File: config.mk
export PLATFORM = sky130hd
export DESIGN_NAME = hazard_scoreboard_unit
export DESIGN_NICKNAME = d
export VERILOG_FILES = /design/src/rtl/hazard_pkg.sv /design/src/rtl/hazard_pend_ctr.sv /design/src/rtl/hazard_scoreboard_unit.sv
export SDC_FILE = /design/constraint.sdc
export NUM_CORES = 1
export LEC_CHECK = 0
export BUFFER_PORTS_ARGS = -buffer_cell sky130_fd_sc_hd__buf_2
export CAP_MARGIN = 10
export CORE_MARGIN = 4
export CORE_UTILIZATION = 55
export DETAILED_ROUTE_END_ITERATION = 6
export PLACE_DENSITY = 0.83
export SLEW_MARGIN = 0
export SYNTH_ARGS = -nofsm -noshare
export SYNTH_HDL_FRONTEND = slang
export SYNTH_SLANG_ARGS = --single-unit
File: constraint.sdc
create_clock -name clk -period 2.7 [get_ports clk]
set_input_delay 0.135 -clock clk [delete_from_list [all_inputs] [get_ports clk]]
set_output_delay 0.135 -clock clk [all_outputs]
set_load 0.02 [all_outputs]
File: src/rtl/hazard_pkg.sv
// Shared types for the load-use hazard scoreboard: register address,
// load-latency counter type and the control priority encoding.
package hazard_pkg;

    localparam int AW    = 5;
    localparam int LAT_W = 3;

    typedef logic [AW-1:0]    reg_addr_t;
    typedef logic [LAT_W-1:0] lat_t;

    // Control outcome for one cycle, listed highest priority first.
    typedef enum logic [1:0] {
        PRIO_FREEZE,
        PRIO_FLUSH,
        PRIO_STALL,
        PRIO_NONE
    } ctl_prio_e;

    // Decrement that stops at zero; an idle entry stays idle.
    function automatic lat_t lat_dec(input lat_t v);
        return (v == '0) ? v : v - lat_t'(1);
    endfunction

endpackage

File: src/rtl/hazard_pend_ctr.sv
// One scoreboard entry: cycles remaining until a long load's data can be
// forwarded to a consumer. Load wins over decrement; nothing moves while the
// pipeline is frozen on a memory wait.
module hazard_pend_ctr
    import hazard_pkg::*;
(
    input  logic clk,
    input  logic rst_n,
    input  logic load_i,
    input  lat_t load_val_i,
    input  logic dec_i,
    output logic busy_o
);

    lat_t cnt_q, cnt_d;

    // Next count: new load, else step down towards zero, else hold.
    always_comb begin
        cnt_d = cnt_q;
        if (load_i) begin
            cnt_d = load_val_i;
        end else if (dec_i) begin
            cnt_d = lat_dec(cnt_q);
        end
    end

    // Count register, cleared by reset.
    always_ff @(posedge clk or negedge rst_n) begin
        if (!rst_n) begin
            cnt_q <= '0;
        end else begin
            cnt_q <= cnt_d;
        end
    end

    assign busy_o = (cnt_q != '0);

endmodule

File: src/rtl/hazard_scoreboard_unit.sv
// Load-use hazard unit between IF/ID and ID/EX. Combines the classic ID/EX
// load compare with a per-register pending scoreboard for loads whose data
// arrives LOAD_LAT cycles after MEM, then resolves memory wait, taken-branch
// flush and load-use stall in that priority order. Stall and flush events are
// counted in saturating performance counters.
module hazard_scoreboard_unit #(
    parameter int AW       = 5,
    parameter int LOAD_LAT = 1,     // 0..7; 0 disables the scoreboard
    parameter int CNT_W    = 16,
    parameter bit X0_HARD  = 1'b1
) (
    input  logic             clk,
    input  logic             rst_n,
    input  logic             memread_id_ex_i,
    input  logic [AW-1:0]    ard_id_ex_i,
    input  logic [AW-1:0]    ars1_if_id_i,
    input  logic [AW-1:0]    ars2_if_id_i,
    input  logic             use_rs1_if_id_i,
    input  logic             use_rs2_if_id_i,
    input  logic             mem_ready_i,
    input  logic             branch_taken_ex_i,
    output logic             stall_o,
    output logic             mux_sel_o,
    output logic             freeze_o,
    output logic             flush_if_id_o,
    output logic             flush_id_ex_o,
    output logic [CNT_W-1:0] stall_cnt_o,
    output logic [CNT_W-1:0] flush_cnt_o
);

    import hazard_pkg::*;

    localparam int   NREGS    = 2**AW;
    localparam lat_t LOAD_VAL = lat_t'(LOAD_LAT);

    // A source only matters if the instruction reads it and it is not x0.
    function automatic logic src_match(input logic          use_src,
                                       input logic [AW-1:0] src,
                                       input logic [AW-1:0] x);
        return use_src && (src == x) && !(X0_HARD && (x == '0));
    endfunction

    function automatic logic [CNT_W-1:0] sat_inc(input logic [CNT_W-1:0] v);
        return (v == '1) ? v : v + CNT_W'(1);
    endfunction

    logic [NREGS-1:0] pend_busy;
    logic             sb_load;
    logic             haz_idex;
    logic             haz_pend1;
    logic             haz_pend2;
    logic             haz;
    ctl_prio_e        prio;
    logic [CNT_W-1:0] stall_cnt_q, stall_cnt_d;
    logic [CNT_W-1:0] flush_cnt_q, flush_cnt_d;

    // A load in ID/EX is scored whenever the pipeline advances and it is not
    // being squashed; a bubble injected behind it does not hold it back.
    assign sb_load = mem_ready_i && memread_id_ex_i && (LOAD_LAT != 0)
                     && !branch_taken_ex_i;

    for (genvar r = 0; r < NREGS; r++) begin : g_pend
        logic load_r;

        assign load_r = sb_load && (ard_id_ex_i == AW'(r))
                        && !(X0_HARD && (r == 0));

        hazard_pend_ctr u_ctr (
            .clk        (clk),
            .rst_n      (rst_n),
            .load_i     (load_r),
            .load_val_i (LOAD_VAL),
            .dec_i      (mem_ready_i),
            .busy_o     (pend_busy[r])
        );
    end

    // Hazard sources: load directly ahead in ID/EX, or a still-pending long load.
    always_comb begin
        haz_idex  = memread_id_ex_i
                    && (src_match(use_rs1_if_id_i, ars1_if_id_i, ard_id_ex_i)
                        || src_match(use_rs2_if_id_i, ars2_if_id_i, ard_id_ex_i));
        haz_pend1 = pend_busy[ars1_if_id_i]
                    && src_match(use_rs1_if_id_i, ars1_if_id_i, ars1_if_id_i);
        haz_pend2 = pend_busy[ars2_if_id_i]
                    && src_match(use_rs2_if_id_i, ars2_if_id_i, ars2_if_id_i);
        haz       = haz_idex || haz_pend1 || haz_pend2;
    end

    // Priority resolution: memory wait, then branch flush, then load-use stall.
    always_comb begin
        prio = PRIO_NONE;
        if (!mem_ready_i) begin
            prio = PRIO_FREEZE;
        end else if (branch_taken_ex_i) begin
            prio = PRIO_FLUSH;
        end else if (haz) begin
            prio = PRIO_STALL;
        end
    end

    // Decode the winning priority into the pipeline control lines.
    always_comb begin
        stall_o       = 1'b0;
        mux_sel_o     = 1'b0;
        freeze_o      = 1'b0;
        flush_if_id_o = 1'b0;
        flush_id_ex_o = 1'b0;
        case (prio)
            PRIO_FREEZE: begin
                freeze_o = 1'b1;
                stall_o  = 1'b1;
            end
            PRIO_FLUSH: begin
                flush_if_id_o = 1'b1;
                flush_id_ex_o = 1'b1;
            end
            PRIO_STALL: begin
                stall_o   = 1'b1;
                mux_sel_o = 1'b1;
            end
            default: ;
        endcase
    end

    // Counter next state: count bubbles and flushes, never during a freeze.
    always_comb begin
        stall_cnt_d = stall_cnt_q;
        flush_cnt_d = flush_cnt_q;
        if (prio == PRIO_STALL) begin
            stall_cnt_d = sat_inc(stall_cnt_q);
        end
        if (prio == PRIO_FLUSH) begin
            flush_cnt_d = sat_inc(flush_cnt_q);
        end
    end

    // Performance counter registers.
    always_ff @(posedge clk or negedge rst_n) begin
        if (!rst_n) begin
            stall_cnt_q <= '0;
            flush_cnt_q <= '0;
        end else begin
            stall_cnt_q <= stall_cnt_d;
            flush_cnt_q <= flush_cnt_d;
        end
    end

    assign stall_cnt_o = stall_cnt_q;
    assign flush_cnt_o = flush_cnt_q;

endmodule

## After elaboration in Yosys (flattened, before gate mapping)

Cells that the tools add are included.

| storage, ports and cells | value |
|---|---|
| register bits | 128 |
| latch bits | 0 |
| RAM bits | 0 |
| bits in read-only memories | 0 |
| bits of input ports | 22 |
| output and inout port bits | 37 |
| logic and storage cells | 428 |
| memories kept | 0 |

| cells by class | value |
|---|---|
| add/sub/neg operators | 34 |
| multipliers | 0 |
| div/mod/pow operators | 0 |
| magnitude comparators | 2 |
| equality and inequality tests | 68 |
| shift-type cells | 0 |
| muxes and demuxes | 104 |
| bitwise gates (word level) | 3 |
| reductions and logical operators | 183 |

Operator list:

| operator | number |
|---|---|
| 3-bit 2-to-1 mux | 93 |
| 3-bit logical NOT | 32 |
| 3-bit nonzero test | 32 |
| 3-bit by 1-bit subtractor with 3-bit output, second input constant | 32 |
| 5-bit == test, second input constant | 16 |
| 2-bit AND reduction | 34 |
| 2-bit != test, second input constant | 31 |
| 2-bit nonzero test | 31 |
| 1-bit logical AND | 42 |
| 5-bit by 4-bit == test with 1-bit output, second input constant | 8 |
| 16-bit by 1-bit adder with 16-bit output, second input constant | 2 |
| 16-bit == test, second input constant | 2 |
| 5-bit by 3-bit == test with 1-bit output, second input constant | 4 |
| 5-bit logical NOT | 3 |
| 5-bit by 6-bit less-than comparator with 1-bit output, second input constant | 2 |
| 1-bit binary-select mux with 5-bit select | 2 |
| 5-bit by 2-bit == test with 1-bit output, second input constant | 2 |
| 5-bit == test | 2 |
| 1-bit 2-to-1 mux | 7 |
| 5-bit by 1-bit == test with 1-bit output, second input constant | 1 |
| 1-bit logical NOT | 4 |
| 2-bit 2-to-1 mux | 2 |
| 1-bit logical OR | 3 |
| 1-bit NOT | 3 |
| other kinds (4) | 4 |

## Longest topological paths before layout

Gate-level depths: netlist of run 1.

| logic depth | value |
|---|---|
| depth after elaboration | 13 |
| mapped depth | 12 |
| mapped depth without buffers | 11 |

## Modules after synthesis

A second synthesis of run 1 with hierarchy kept.

| second synthesis, totals | value |
|---|---|
| cell total of the unflattened synthesis | 969 |
| area, all modules | 8926.1 um^2 |

By module, submodules not included:

| module | instances | cells an instance | area each (um^2) | seq. area each (um^2) |
|---|---|---|---|---|
| hazard_pend_ctr | 32 | 22 | 200.2 | 75.1 |
| hazard_scoreboard_unit | 1 | 265 | 2519.9 | 800.8 |

## Least setup slack after synthesis of run 1

No wires, ideal clock.

| timing | value |
|---|---|
| path type | reg-to-reg |
| start | register g_pend[17].u_ctr.cnt_q[0] |
| end | register stall_cnt_q[12], in the netlist stall_cnt_o[12] |
| library setup time | 123 ps |
| arrival time | 2515 ps |
| required time | 2577 ps |
| slack | 62 ps |
| stages on the path, launching flop included | 12 |
| buffers on the path | 0 |
| period minus slack after synthesis | 2638 ps |
| cells stage by stage | dfrtp_1 inv_1 ha_1 ha_1 mux4_1 mux2_4 a31oi_1 o211ai_1 o211a_2 nor3_2 nand3_1 mux2i_1 |

| on the way | value |
|---|---|
| longest elaborated chain between the ends | 11 |
| elaborated cells on any way between the ends | 14 |
| classes of those cells | eq/ne (1); mux (7); reduce/logical (6) |

Ends and longest elaborated chain:

| what | RTL line | text |
|---|---|---|
| start: declaration | hazard_pend_ctr.sv:15 | `lat_t cnt_q, cnt_d;` |
| start signal: assignment | hazard_pend_ctr.sv:32 | `cnt_q <= cnt_d;` |
| 3-bit nonzero test (*) | hazard_pend_ctr.sv:36 | `assign busy_o = (cnt_q != '0);` |
| 1-bit binary-select mux with 5-bit select | hazard_scoreboard_unit.sv:83 | `haz_pend1 = pend_busy[ars1_if_id_i]` |
| 1-bit 2-to-1 mux (implied by the code) | hazard_scoreboard_unit.sv:83 |  |
| 1-bit logical AND | hazard_scoreboard_unit.sv:84 | `&& src_match(use_rs1_if_id_i, ars1_if_id_i, ars1_if_id_i);` |
| 1-bit logical OR | hazard_scoreboard_unit.sv:87 | `haz = haz_idex \|\| haz_pend1 \|\| haz_pend2;` |
| 1-bit logical OR (*) | hazard_scoreboard_unit.sv:87 |  |
| 1-bit 2-to-1 mux (*) | hazard_scoreboard_unit.sv:97 | `end else if (haz) begin` |
| 2-bit 2-to-1 mux (*) | hazard_scoreboard_unit.sv:95 | `end else if (branch_taken_ex_i) begin` |
| 2-bit 2-to-1 mux (*) | hazard_scoreboard_unit.sv:93 | `if (!mem_ready_i) begin` |
| 2-bit == test (*) | hazard_scoreboard_unit.sv:130 | `if (prio == PRIO_STALL) begin` |
| 2-bit AND reduction (no line) (*) | - |  |
| end signal: assignment | hazard_scoreboard_unit.sv:144 | `stall_cnt_q <= stall_cnt_d;` |
| end: declaration | hazard_scoreboard_unit.sv:54 | `logic [CNT_W-1:0] stall_cnt_q, stall_cnt_d;` |

Every way passes the cells marked *; elsewhere a longest branch is shown, timed or not. The select of a mux whose other input is x is not followed.
A chain may end at the register's enable or synchronous reset.

## Final worst setup path of run 1

| timing | value |
|---|---|
| start | register g_pend[25].u_ctr.cnt_q[0] |
| end | output port mux_sel_o |

| on the way | value |
|---|---|
| longest elaborated chain between the ends | 11 |
| elaborated cells on any way between the ends | 14 |
| classes of those cells | eq/ne (1); mux (8); reduce/logical (5) |

Ends and longest elaborated chain:

| what | RTL line | text |
|---|---|---|
| start: declaration | hazard_pend_ctr.sv:15 |  |
| start signal: assignment | hazard_pend_ctr.sv:32 |  |
| 3-bit nonzero test (*) | hazard_pend_ctr.sv:36 |  |
| 1-bit binary-select mux with 5-bit select | hazard_scoreboard_unit.sv:83 |  |
| 1-bit 2-to-1 mux (implied by the code) | hazard_scoreboard_unit.sv:83 |  |
| 1-bit logical AND | hazard_scoreboard_unit.sv:84 |  |
| 1-bit logical OR | hazard_scoreboard_unit.sv:87 |  |
| 1-bit logical OR (*) | hazard_scoreboard_unit.sv:87 |  |
| 1-bit 2-to-1 mux (*) | hazard_scoreboard_unit.sv:97 |  |
| 2-bit 2-to-1 mux (*) | hazard_scoreboard_unit.sv:95 |  |
| 2-bit 2-to-1 mux (*) | hazard_scoreboard_unit.sv:93 |  |
| 2-bit == test (*) | hazard_scoreboard_unit.sv:109 | `case (prio)` |
| 1-bit 2-to-1 mux (*) | hazard_scoreboard_unit.sv:109 |  |
| end: declaration | hazard_scoreboard_unit.sv:23 | `output logic mux_sel_o,` |

Marks and branches as above.

==> results of run 1 <==
-- where the power goes --
group	switching [µW]	internal [µW]	total [µW]
sequential	505	2710	3220
combinational	2060	1840	3900
clock	838	1490	2330
total	3410	6050	9450
-- worst max path at each step --
stage	start	endpoint
after floorplan	g_pend[17].u_ctr.cnt_q[0]	stall_cnt_o[12]
after global placement	g_pend[17].u_ctr.cnt_q[0]	stall_cnt_o[1]
after detailed placement	g_pend[17].u_ctr.cnt_q[0]	stall_cnt_o[12]
after CTS	g_pend[27].u_ctr.cnt_q[0]	mux_sel_o
after global routing	g_pend[18].u_ctr.cnt_q[0]	mux_sel_o
final	g_pend[25].u_ctr.cnt_q[0]	mux_sel_o
-- layout make-up --
type | instances | area (µm²)
clock inverter | 10 | 134
timing repair buffer | 98 | 658
tap | 176 | 220
clock buffer | 22 | 464
antenna | 1 | 2.50
fill | 943 | 4190
sequential | 128 | 3200
multi-input combinational | 531 | 3920
inverter | 105 | 394
-- worst max-delay path: cells and delay by family, from the launching register on --
family | cells | cell delay [ns]
muxes | 2 | 0.73
adders and majority gates | 2 | 0.36
AOI/OAI and AO/OA | 3 | 0.57
buffers and inverters | 3 | 0.35
DFF | 1 | 0.36
and+or+nand+nor | 1 | 0.17
-- sequential cells by signal (all words and copies together), names as in the netlist --
register / flops
g_pend.u_ctr.cnt_q: 96
stall_cnt_o: 16
flush_cnt_o: 16
-- cell families after synthesis --
group / count (synthesis)
AOI/OAI and AO/OA: 144
xor gates and xnor gates: 40
adders and majority gates: 66
buffers and inverters: 128
DFF: 128
muxes: 24
and+or+nand+nor: 257
-- what timing repair did --
item                                    in CTS  in global routing
gates cloned                                 1                  0
hold buffers                                 1                  0
pin swaps                                   15                 14
gates resized for setup                     50                 20
buffers inserted                            13                  3
endpoints found under the hold margin       47                  0
endpoints found under the setup margin      14                 18
-- metrics by stage --
stage	area, µm²	TNS [ns]	power (µW)	worst slack [ns]	std cells
after CTS	8900	-1.18	9270	-0.286	1067
after floorplan	7410	0	5490	0.0620	787
after global placement	8000	0	6280	0.0222	1020
final	9000	-4.02	9450	-0.403	1071
after global routing	9000	-5.41	10200	-0.474	1071
after detailed placement	8000	-0.202	6520	-0.0633	1020
-- routing by layer --
metal | track usage (%) | vias to the layer above | wire length [µm]
met5 | 0 | - | 23
li1 | - | 2849 | -
met1 | 28.8 | 2886 | 7190
met2 | 41.2 | 282 | 8880
met3 | 6.36 | 59 | 1380
met4 | 11.3 | 4 | 550
-- cells in the mapped netlist, drive strengths merged, types with 5 or more instances --
cell type  number  area [µm²]
mux2i           7        70.1
clkbuf         13        48.8
and4            7        62.6
xnor2          24         210
mux2            5        60.1
xor2           16         140
ha             66         826
inv           105         394
nand2         149         559
nand2b          5        31.3
buf            10        61.3
nor3            6        35.0
o21ai         101         505
a21o           25         188
mux4           12         293
nand3          18        90.1
nand3b         31         233
dfrtp         128        3200
nand4           7        56.3
and3            8        50.1
nor2           15        63.8
==> insert_results.sql, run 1 <==
INSERT INTO impl_metrics (metric_group, metric, value, unit) VALUES
('floorplanning', 'die_x', '124', 'µm'),
('global_route', 'overflow', '0', ''),
('worst_hold_path', 'worstHoldStart', 'branch_taken_ex_i', ''),
('routing', 'drt-wirelength-per-cell', '16.8', 'µm'),
('worst_hold_path', 'hold_path_end', 'stall_cnt_o[12]', ''),
('sta', 'timing_max_transition_violations_final', '0', ''),
('clock_network', 'worst_setup_hold_path_clk_slew', '0.06', 'ns'),
('outcome', 'outcome', 'complete, but fails checks', ''),
('setup_path', 'r2r-start', 'g_pend[25].u_ctr.cnt_q[0]', ''),
('synth', 'ys_dominant_reg_cell', 'dfrtp_1', ''),
('setup_path', 'end_kind', 'output pin', ''),
('synth', 'synth-seq-area-share', '43.3', '%'),
('setup_path', 'cells_traversed_along_the_worst_timing_path', 'inv_1, ha_2, ha_2, mux4_2, mux2_4, a31oi_1, o211ai_1, o211a_2, buf_6, nor3_4, buf_6', ''),
('synth', 'post_synth.cell_area_avg', '9.41', 'µm²'),
('routing', 'drc_errors', '0', ''),
('synth', 'yosys_register_bits', '128', ''),
('setup_path', 'startpoint_kind_of_the_worst_setup_timing_path', 'register', ''),
('cells_and_area', 'layout.cells.most_common_list', 'nand2_1 (147), dfrtp_1 (128), inv_1 (100), o21ai_0 (100), buf_2 (55)', ''),
('floorplanning', 'start_util', '56.1', '%'),
('sta', 'finalSetupViolCount', '18', ''),
('synth', 'post_synth_and_or_nand_nor_area_fraction', '17.0', '%'),
('clock_network', 'cts_made_buffers', '17', ''),
('floorplanning', 'dieArea', '15400', 'µm²'),
('global_route', 'global_route_wire_length_before_repair', '28.9', 'mm'),
('floorplanning', 'rows', '42', ''),
('sta', 'fin_worst_skew', '0.00866', 'ns'),
('synth', 'largest_family_of_logic_cells_by_synthesized_area', 'simple AND/OR/NAND/NOR gates', ''),
('clock_network', 'cts_tree', 'built', ''),
('global_route', 'antenna_violations_before_repair', '3', ''),
('clock_network', 'worst_skew_pair.late_latency', '0.42', 'ns'),
('floorplanning', 'core-area', '13200', 'µm²'),
('sta', 'hold_slack', '0.169', 'ns'),
('setup_path', 'timing.critical_path.arrival', '2.97', 'ns'),
('pwr', 'leakagePower', '0.00449', 'µW'),
('synth', 'post_synth_fa_ha_maj_area_fraction', '11.2', '%'),
('place', 'gp_congestion', '0.909', ''),
('sta', 'final_hold_viol_count', '0', ''),
('setup_path', 'path_class', 'reg2out', ''),
('worst_hold_path', 'hold_path.class', 'in2reg', ''),
('global_route', 'groute.usage.overall', '24.3', '%'),
('setup_path', 'r2r_slack', '-0.28', 'ns'),
('sta', 'slew_headroom', '17.2', '%'),
('sta', 'worst_slack', '-0.403', 'ns'),
('synth', 'synthArstFlopShare', '100', '%'),
('clock_network', 'cts_num_sinks', '128', ''),
('pwr', 'power_density', '1050', 'nW/µm²'),
('sta', 'period_minus_slack', '3.10', 'ns'),
('synth', 'synth.area.mux_share', '5.71', '%'),
('sta', 'max_slew.worst_pin.slew', '1.24', 'ns'),
('routing', 'drt_wl_total', '18.0', 'mm'),
('floorplanning', 'num_io_pins', '59', ''),
('routing', 'dr.pass1.iters', '7', ''),
('sta', 'maxClockFrequency', '322', 'MHz'),
('outcome', 'violations', 'negative setup slack', ''),
('routing', 'drt.antenna.violating_nets', '0', ''),
('cells_and_area', 'area.growth.synth_to_final', '21.5', '%'),
('sta', 'rsz0062_at_grt', 'yes', ''),
('place', 'port_buffers', '58', ''),
('floorplanning', 'die_height', '124', 'µm'),
('synth', 'synthesized_area_fraction_occupied_by_ao_oa_aoi_and_oai_cells', '11.4', '%'),
('synth', 'netlist_area', '7410', 'µm²'),
('clock_network', 'cts_root_buf', 'clkbuf_16', ''),
('sta', 'fin_crit_sh', '115', '%'),
('synth', 'synth-edff-count', '0', ''),
('place', 'hpwlAfterDp', '11.6', 'mm'),
('setup_path', 'critical-path-slowest-cell', 'mux4_2', ''),
('clock_network', 'htree_levels', '4', ''),
('run', 'max_cap_violations', '0', ''),
('synth', 'number_of_instances_in_the_synthesized_netlist', '787', ''),
('setup_path', 'reg2reg_to', 'stall_cnt_o[14]', ''),
('pwr', 'peak_ir_drop_on_the_vdd_network', '865', 'µV');
(Power assumes the default switching activity.)
==> run 2, diff against run 1 <==
--- a/config.mk
+++ b/config.mk
@@ -5,8 +5,10 @@
 export SDC_FILE = /design/constraint.sdc
 export NUM_CORES = 1
 export LEC_CHECK = 0
+export ABC_AREA = 1
 export BUFFER_PORTS_ARGS = -buffer_cell sky130_fd_sc_hd__buf_2
 export CAP_MARGIN = 10
+export CORE_ASPECT_RATIO = 0.8
 export CORE_MARGIN = 4
 export CORE_UTILIZATION = 55
 export DETAILED_ROUTE_END_ITERATION = 6
==> run 2 against run 1 <==
Compared with the run above: the run now ends clean; area after synthesis grew 7.1%; setup slack gained 0.64 ns; via count grew 10%; sequential share of layout area is essentially flat; cell count grew 16%; flip-flop and latch count is the same; clock skew shrank 0.0015 ns; critical path depth grew 2; global-route usage shrank 1.5 points; power shrank 4.5%; combinational power shrank 4%; highest routed layer is now met4; first-iteration DRC count grew 13%.
==> insert_results.sql, run 2 <==
INSERT INTO impl_metrics (metric_group, metric, value, unit) VALUES
('sta', 'finalSetupViolCount', '0', ''),
('pwr', 'seq_power_share', '33.2', '%'),
('place', 'inst_count_dp', '1209', ''),
('pwr', 'power_switching_share', '37.1', '%'),
('cells_and_area', 'largest_register_ff_count', '96', ''),
('global_route', 'global_route_wire_length_before_repair', '30.0', 'mm'),
('setup_path', 'startpoint_kind_of_the_worst_setup_timing_path', 'register', ''),
('floorplanning', 'dieArea', '16400', 'µm²'),
('setup_path', 'path_class', 'reg2out', ''),
('routing', 'drt.antenna.violating_nets', '0', ''),
('cells_and_area', 'layout.cells.most_common_list', 'nand2_1 (199), inv_1 (146), dfrtp_1 (128)', ''),
('place', 'placed_cell_area', '8370', 'µm²'),
('setup_path', 'reg2reg_to', 'stall_cnt_o[7]', ''),
('synth', 'post_synth_most_frequent_cells', 'nand2_1 (199), inv_1 (146), dfrtp_1 (128), nor2_1 (83), ha_1 (66)', ''),
('synth', 'synth_area_leaders', 'dfrtp_1 (40%), ha_1 (10%), nand2_1 (9.4%)', ''),
('synth', 'synth.most_common_cell', 'nand2_1', ''),
('sta', 'final_hold_viol_count', '0', ''),
('synth', 'yosys_register_bits', '128', ''),
('place', 'hpwlAfterDp', '13.0', 'mm'),
('global_route', 'first_global_vias', '6292', ''),
('clock_network', 'cts_tree', 'built', ''),
('setup_path', 'timing.critical_path.required', '2.57', 'ns'),
('pwr', 'switching_power', '3350', 'µW'),
('routing', 'num_vias', '6716', ''),
('synth', 'yosys.cell_types.count', '35', ''),
('routing', 'drt_wl_total', '17.9', 'mm'),
('synth', 'post_synth.cell_area_avg', '8.06', 'µm²'),
('cells_and_area', 'final_common_cell', 'nand2_1', ''),
('clock_network', 'htree_levels', '4', ''),
('clock_network', 'postCtsResizedCells', '0', ''),
('cells_and_area', 'fraction_of_layout_cells_with_a_size_suffix_above_1', '15.2', '%'),
('routing', 'drt_iter0_markers', '529', ''),
('cells_and_area', 'largest-register', 'g_pend.u_ctr.cnt_q', ''),
('pwr', 'peak_ir_drop_on_the_vdd_network', '631', 'µV'),
('sta', 'hold_slack', '0.0429', 'ns'),
('routing', 'drt-wirelength-per-cell', '14.4', 'µm'),
('pwr', 'power_density', '1000', 'nW/µm²'),
('pwr', 'leakagePower', '0.00443', 'µW'),
('setup_path', 'cp_slowest_stage_delay', '0.37', 'ns'),
('synth', 'synthDominantAreaCellType', 'dfrtp_1', ''),
('setup_path', 'r2r-start', 'g_pend[11].u_ctr.cnt_q[0]', ''),
('place', 'gp_congestion', '0.983', ''),
('synth', 'number_of_instances_in_the_synthesized_netlist', '984', ''),
('synth', 'netlist_area', '7930', 'µm²'),
('global_route', 'antenna_violations_before_repair', '0', ''),
('setup_path', 'cells_traversed_along_the_worst_timing_path', 'inv_1, ha_1, ha_1, nand2_1, nand3_1, nand2_1, a21oi_1, nand3_1, nand3b_1, nand3_4, nand2_1, inv_1, buf_2', ''),
('clock_network', 'cts_root_buf', 'clkbuf_16', ''),
('global_route', 'groute.usage.overall', '22.7', '%'),
('sta', 'max_slew.worst_pin.slew', '0.655', 'ns'),
('synth', 'yosys.area.top_type_share', '40.4', '%'),
('pwr', 'p_comb_share', '41.7', '%'),
('synth', 'synthArstFlopShare', '100', '%'),
('clock_network', 'worst_setup_hold_path_clk_slew', '0.06', 'ns'),
('synth', 'synth-edff-count', '0', ''),
('setup_path', 'cell_repeated_most_along_the_worst_path', 'nand2_1', ''),
('clock_network', 'cts_num_sinks', '128', ''),
('setup_path', 'r2r_slack', '0.41', 'ns'),
('sta', 'fin_worst_skew', '0.00716', 'ns'),
('sta', 'slew_headroom', '56.3', '%'),
('setup_path', 'timing.critical_path.fanout_max', '10', ''),
('synth', 'ys_dominant_reg_cell', 'dfrtp_1', ''),
('cells_and_area', 'insertedDiodeCount', '0', ''),
('floorplanning', 'num_io_pins', '59', ''),
('synth', 'yosysWarningCount', '0', ''),
('sta', 'timing_max_transition_violations_final', '0', ''),
('sta', 'period_minus_slack', '2.46', 'ns'),
('routing', 'avgViaCountPerCell', '5.39', ''),
('synth', 'synth-seq-area-share', '40.4', '%'),
('setup_path', 'timing.critical_path.arrival', '2.33', 'ns'),
('place', 'port_buffers', '58', ''),
('worst_hold_path', 'worstHoldStart', 'mem_ready_i', ''),
('routing', 'drc_errors', '0', ''),
('sta', 'fin_crit_sh', '91.2', '%'),
('sta', 'totalNegativeSetupSlack', '0', 'ns'),
('cells_and_area', 'post_layout_nonfiller_instances', '1246', ''),
('floorplanning', 'die_height', '115', 'µm'),
('setup_path', 'critical-path-slowest-cell', 'dfrtp_1', ''),
('routing', 'dr.pass1.iters', '5', ''),
('global_route', 'grt_start_max_net_pins', '50', ''),
('setup_path', 'timing.critical_path.from', 'g_pend[22].u_ctr.cnt_q[0]', ''),
('cells_and_area', 'post-route-util', '65.0', '%'),
('floorplanning', 'core-area', '13800', 'µm²'),
('clock_network', 'cts_made_buffers', '17', ''),
('outcome', 'outcome', 'completed', ''),
('worst_hold_path', 'worstHoldPathCells', '3', ''),
('clock_network', 'worst_skew_pair.late_latency', '0.42', 'ns'),
('floorplanning', 'die_x', '142', 'µm'),
('floorplanning', 'start_util', '57.3', '%'),
('setup_path', 'worst-r2r-cell-count', '14', ''),
('cells_and_area', 'fin_nets', '1141', ''),
('global_route', 'overflow', '0', ''),
('worst_hold_path', 'hold_path_end', 'g_pend[0].u_ctr.cnt_q[2]', ''),
('setup_path', 'end_kind', 'output pin', ''),
('synth', 'syn-num-nets', '1072', ''),
('pwr', 'p_int', '5680', 'µW'),
('run', 'max_cap_violations', '0', ''),
('sta', 'maxClockFrequency', '406', 'MHz'),
('worst_hold_path', 'hold_path.class', 'in2reg', ''),
('pwr', 'clkPwrFrac', '25.1', '%'),
('sta', 'rsz0062_at_grt', 'no', ''),
('cells_and_area', 'area.growth.synth_to_final', '13.4', '%'),
('cells_and_area', 'design_area', '9000', 'µm²'),
('floorplanning', 'rows', '38', ''),
('clock_network', 'cts.path.max_buffers', '2', '');
-- run 2: changes by cell type in the layout (fill, tap and decap cells not counted), sizes merged, moves of 12 or more --
cell | before | now
nand2 | 149 | 199
a21o | 25 | 2
o21ai | 101 | 80
buf | 96 | 67
nand4 | 7 | 22
xnor2 | 24 | 12
nand3b | 31 | 14
a21oi | 3 | 37
inv | 106 | 169
mux4 | 12 | 0
nand3 | 18 | 59
nor2 | 15 | 97
o22ai | 0 | 40
-- run 2: how the worst max path moves through the flow --
stage | depth (start not counted) | slack (ns) | to
6_report | 13 | 0.24 | mux_sel_o
5_1_grt | 13 | 0.005 | stall_o
4_1_cts | 15 | 0.14 | mux_sel_o
3_5_place_dp | 9 | 0.47 | stall_cnt_o[7]
3_3_place_gp | 9 | 0.60 | stall_cnt_o[1]
2_1_floorplan | 9 | 0.74 | stall_cnt_o[11]
-- run 2: worst max-delay path, delay by kind of cell, from the launching register on --
kind            cells  cell delay [ns]
compound gates      1             0.14
flops               1             0.37
simple gates        7             0.69
fa+ha+maj           2             0.41
buf+inv             3             0.28
-- run 2: final cells by class --
cell class                      instances  area [µm²]
Clock buffer                           23         478
Clock inverter                          9         108
Fill cell                            1145        4840
Inverter                              169         639
Multi-Input combinational cell        669        3960
Sequential cell                       128        3200
Tap cell                              180         225
Timing Repair Buffer                   68         383
-- run 2: per-layer routing --
metal  vias up  global-route usage, %  wire length [µm]
met5         -                      0                 0
met4         0                   7.16               282
met3        28                   4.87               876
met2       171                   36.5              8460
met1      3163                   31.2              8330
li1       3354                      -                 -
-- run 2: through the flow --
stage	worst slack (ns)	total power, µW
floorplan	0.737	5810
CTS	0.143	9080
global placement	0.599	6450
finish	0.238	9030
detailed placement	0.470	6720
global route	0.00535	9840
-- run 2: kinds of logic after synthesis --
| group | count (synthesis) | synth area share, % |
|---|---|---|
| buf+inv | 187 | 9.68 |
| fa+ha+maj | 66 | 10.4 |
| compound gates | 161 | 12.7 |
| simple gates | 407 | 23.0 |
| xor+xnor | 35 | 3.86 |
| flops | 128 | 40.4 |
-- run 2: what timing repair did --
action | CTS | global route
endpoints found under the setup margin | 0 | 2
setup buffers | 0 | 4
endpoints found under the hold margin | 42 | 0
hold buffers | 1 | 0
-- run 2: power by group through the flow --
stage / logic (µW) / registers [µW] / clock network [µW]
detailed placement: 3690 / 3020 / 0
floorplan: 2770 / 3040 / 0
CTS: 3770 / 3000 / 2300
global route: 4370 / 3080 / 2390
global placement: 3460 / 2990 / 0
finish: 3760 / 2990 / 2270
==> run 3, diff against run 2 <==
--- a/config.mk
+++ b/config.mk
@@ -5,7 +5,6 @@
 export SDC_FILE = /design/constraint.sdc
 export NUM_CORES = 1
 export LEC_CHECK = 0
-export ABC_AREA = 1
 export BUFFER_PORTS_ARGS = -buffer_cell sky130_fd_sc_hd__buf_2
 export CAP_MARGIN = 10
 export CORE_ASPECT_RATIO = 0.8
==> run 3 against run 2 <==
Compared with the run above: the flow now finishes with violations (negative setup slack); register-to-register slack lost 0.56 ns; maximum frequency shrank 17%; combinational power shrank 2%; final area shrank 1.4%; worst hold slack gained 0.22 ns; sequential share of layout area grew 0.49 points; critical path depth shrank 2; utilization grew 3.2 points; die area shrank 6.2%; via count shrank 11%; clock skew is essentially flat; count of clock-buffer cells in the layout shrank 2; largest cell class unchanged; highest routed layer unchanged.
==> insert_results.sql, run 3 (synthesis gave the netlist of run 1 again) <==
INSERT INTO impl_metrics (metric_group, metric, value, unit) VALUES
('outcome', 'outcome', 'complete, but fails checks', ''),
('outcome', 'violations', 'negative setup slack', ''),
('pwr', 'total_power', '9310', 'µW'),
('clock_network', 'cts_root_buf', 'clkbuf_16', ''),
('cells_and_area', 'layout.cells.most_common_list', 'nand2_1 (146), dfrtp_1 (128), inv_1 (105)', ''),
('cells_and_area', 'design_area', '8880', 'µm²'),
('clock_network', 'cts.path.max_buffers', '2', ''),
('setup_path', 'critical-path-slowest-cell', 'mux4_2', ''),
('worst_hold_path', 'worstHoldPathCells', '5', ''),
('pwr', 'p_comb_share', '39.5', '%'),
('pwr', 'seq_power_share', '34.4', '%'),
('pwr', 'p_int', '6000', 'µW'),
('pwr', 'leakagePower', '0.00445', 'µW'),
('pwr', 'peak_ir_drop_on_the_vdd_network', '575', 'µV'),
('cells_and_area', 'area.growth.synth_to_final', '19.9', '%'),
('cells_and_area', 'final_common_cell', 'nand2_1', ''),
('setup_path', 'end_kind', 'output pin', ''),
('clock_network', 'cts_made_buffers', '17', ''),
('floorplanning', 'die_height', '112', 'µm'),
('sta', 'worst_slack', '-0.264', 'ns'),
('pwr', 'power_switching_share', '35.5', '%'),
('setup_path', 'cells_traversed_along_the_worst_timing_path', 'inv_1, ha_2, ha_2, mux4_2, mux2_4, a31oi_1, o211ai_1, o211a_2, buf_6, nor3_4, buf_6', ''),
('place', 'hpwlAfterDp', '11.4', 'mm'),
('setup_path', 'worst-r2r-cell-count', '13', ''),
('sta', 'period_minus_slack', '2.96', 'ns'),
('cells_and_area', 'largest-register', 'g_pend.u_ctr.cnt_q', ''),
('global_route', 'overflow', '0', ''),
('pwr', 'clkPwrFrac', '26.1', '%'),
('cells_and_area', 'fin_nets', '958', ''),
('global_route', 'grt_util_met3', '5.74', '%'),
('routing', 'num_vias', '5944', ''),
('sta', 'fin_worst_skew', '0.00751', 'ns'),
('setup_path', 'cp.buffers_inverters', '3', ''),
('setup_path', 'r2r_slack', '-0.15', 'ns'),
('floorplanning', 'rows', '37', ''),
('setup_path', 'r2r-start', 'g_pend[26].u_ctr.cnt_q[0]', ''),
('setup_path', 'timing.critical_path.fanout_max', '3', ''),
('clock_network', 'worst_setup_hold_path_clk_slew', '0.06', 'ns'),
('setup_path', 'timing.critical_path.arrival', '2.83', 'ns'),
('setup_path', 'cp_slowest_stage_delay', '0.51', 'ns'),
('global_route', 'first_global_vias', '5983', ''),
('routing', 'drt-wirelength-per-cell', '16.7', 'µm'),
('clock_network', 'htree_levels', '4', ''),
('clock_network', 'cts_tree', 'built', ''),
('cells_and_area', 'fraction_of_layout_cells_with_a_size_suffix_above_1', '19.8', '%'),
('worst_hold_path', 'worstHoldStart', 'branch_taken_ex_i', ''),
('sta', 'max_slew.worst_pin.slew', '0.861', 'ns'),
('setup_path', 'worst_path_dominant_cell_family', 'multiplexers', ''),
('floorplanning', 'num_io_pins', '59', ''),
('routing', 'avgViaCountPerCell', '5.60', ''),
('global_route', 'globalRouteMet2Util', '39.3', '%'),
('sta', 'fin_crit_sh', '110', '%'),
('setup_path', 'path_class', 'reg2out', ''),
('sta', 'finalSetupViolCount', '18', ''),
('floorplanning', 'dieArea', '15400', 'µm²'),
('cells_and_area', 'largest_register_ff_count', '96', ''),
('setup_path', 'reg2reg_to', 'stall_cnt_o[14]', ''),
('global_route', 'grt_start_max_net_pins', '129', ''),
('global_route', 'grt-busiest-layer', 'met2', ''),
('place', 'port_buffers', '58', ''),
('sta', 'timing_max_transition_violations_final', '0', ''),
('routing', 'drt_wl_total', '17.7', 'mm'),
('global_route', 'groute.usage.overall', '23.7', '%'),
('routing', 'drc_errors', '0', ''),
('sta', 'maxClockFrequency', '337', 'MHz'),
('worst_hold_path', 'hold_path_end', 'stall_cnt_o[12]', ''),
('clock_network', 'worst_skew_pair.late_latency', '0.42', 'ns'),
('floorplanning', 'die_x', '138', 'µm'),
('routing', 'drt_iter0_markers', '405', ''),
('pwr', 'power_density', '1050', 'nW/µm²'),
('sta', 'final_hold_viol_count', '0', ''),
('global_route', 'grtUsageMet1', '29.9', '%'),
('floorplanning', 'start_util', '56.9', '%'),
('worst_hold_path', 'hold_path.class', 'in2reg', ''),
('setup_path', 'timing.critical_path.required', '2.57', 'ns'),
('global_route', 'global_route_wire_length_before_repair', '28.8', 'mm'),
('place', 'placed_cell_area', '7970', 'µm²'),
('pwr', 'switching_power', '3310', 'µW'),
('routing', 'drt.antenna.violating_nets', '0', ''),
('global_route', 'antenna_violations_before_repair', '3', ''),
('clock_network', 'cts_num_sinks', '128', ''),
('sta', 'slew_headroom', '42.5', '%'),
('place', 'gp_congestion', '0.889', ''),
('cells_and_area', 'layout.filler_cells', '973', ''),
('setup_path', 'startpoint_kind_of_the_worst_setup_timing_path', 'register', ''),
('sta', 'totalNegativeSetupSlack', '-1.82', 'ns'),
('sta', 'rsz0062_at_grt', 'yes', ''),
('run', 'max_cap_violations', '0', ''),
('routing', 'dr.pass1.iters', '5', ''),
('floorplanning', 'core-area', '13000', 'µm²');
[run 3: cell count changes in the layout (fill, tap and decap cells not counted), sizes merged, moves of 15 or more]
cell	previous run	this run
a21o	2	25
a21oi	37	3
buf	67	86
inv	169	105
nand2	199	149
nand3	59	18
nand3b	14	31
nand4	22	7
nor2	97	15
o21ai	80	101
o22ai	40	0
[run 3: worst max path at each step]
stage                              start              end  slack, ns  depth (start not counted)
4_1_cts        g_pend[26].u_ctr.cnt_q[0]        mux_sel_o      -0.32                         11
3_3_place_gp   g_pend[26].u_ctr.cnt_q[0]   stall_cnt_o[1]     -0.009                         11
6_report       g_pend[26].u_ctr.cnt_q[0]        mux_sel_o      -0.26                         11
5_1_grt         g_pend[5].u_ctr.cnt_q[0]        mux_sel_o      -0.35                         10
3_5_place_dp   g_pend[26].u_ctr.cnt_q[0]  stall_cnt_o[14]      -0.12                         12
2_1_floorplan  g_pend[17].u_ctr.cnt_q[0]  stall_cnt_o[12]       0.06                         11
[run 3: power by group through the flow]
stage	combinational (µW)	clock, µW	sequential [µW]
after global routing	4270	2540	3320
after global placement	3120	0	3180
after floorplan	2280	0	3210
after CTS	3490	2450	3190
final	3670	2430	3200
after detailed placement	3340	0	3210
[run 3: layout make-up]
| class | count | area [µm²] | area share, % |
|---|---|---|---|
| clock buffer | 21 | 460 | 5.19 |
| timing repair buffer | 87 | 571 | 6.43 |
| multi-input combinational | 531 | 3860 | 43.5 |
| tap | 175 | 219 | 2.47 |
| antenna | 3 | 7.51 | 0.0846 |
| inverter | 105 | 394 | 4.44 |
| sequential | 128 | 3200 | 36.1 |
| clock inverter | 11 | 161 | 1.82 |
[run 3: timing repair]
action / in CTS / in global routing
hold endpoints to repair: 128 / 0
endpoints found under the setup margin: 14 / 18
pin swaps: 11 / 11
cloned: 1 / 0
hold buffers: 1 / 0
buffers inserted: 3 / 7
gates resized for setup: 28 / 28
[run 3: metrics by stage]
stage | std cells | hold slack [ns] | util (%) | worst slack (ns)
after global routing | 1061 | 0.279 | 68.2 | -0.353
after global placement | 1015 | 0.303 | 61.2 | -0.00918
after CTS | 1052 | 0.118 | 67.1 | -0.318
after floorplan | 787 | -0.161 | - | 0.0620
final | 1061 | 0.265 | 68.2 | -0.264
after detailed placement | 1015 | 0.309 | 61.2 | -0.121
[run 3: worst reg2reg max path, stage by stage (launching register included)]
cell and delay, ns:
dfrtp_1 0.37, inv_1 0.06, ha_2 0.16, ha_2 0.18, mux4_2 0.51, mux2_4 0.28, a31oi_1 0.13, o211ai_1 0.11
o211a_2 0.16, buf_4 0.15, nor2_4 0.16, buf_12 0.15, and4_4 0.23, xor2_1 0.14
[run 3: per-layer routing]
| layer | vias up | share of wire [%] |
|---|---|---|
| li1 | 2824 | - |
| met1 | 2852 | 41 |
| met4 | 0 | 3.1 |
| met5 | - | 0 |
| met2 | 217 | 49 |
| met3 | 51 | 6.9 |
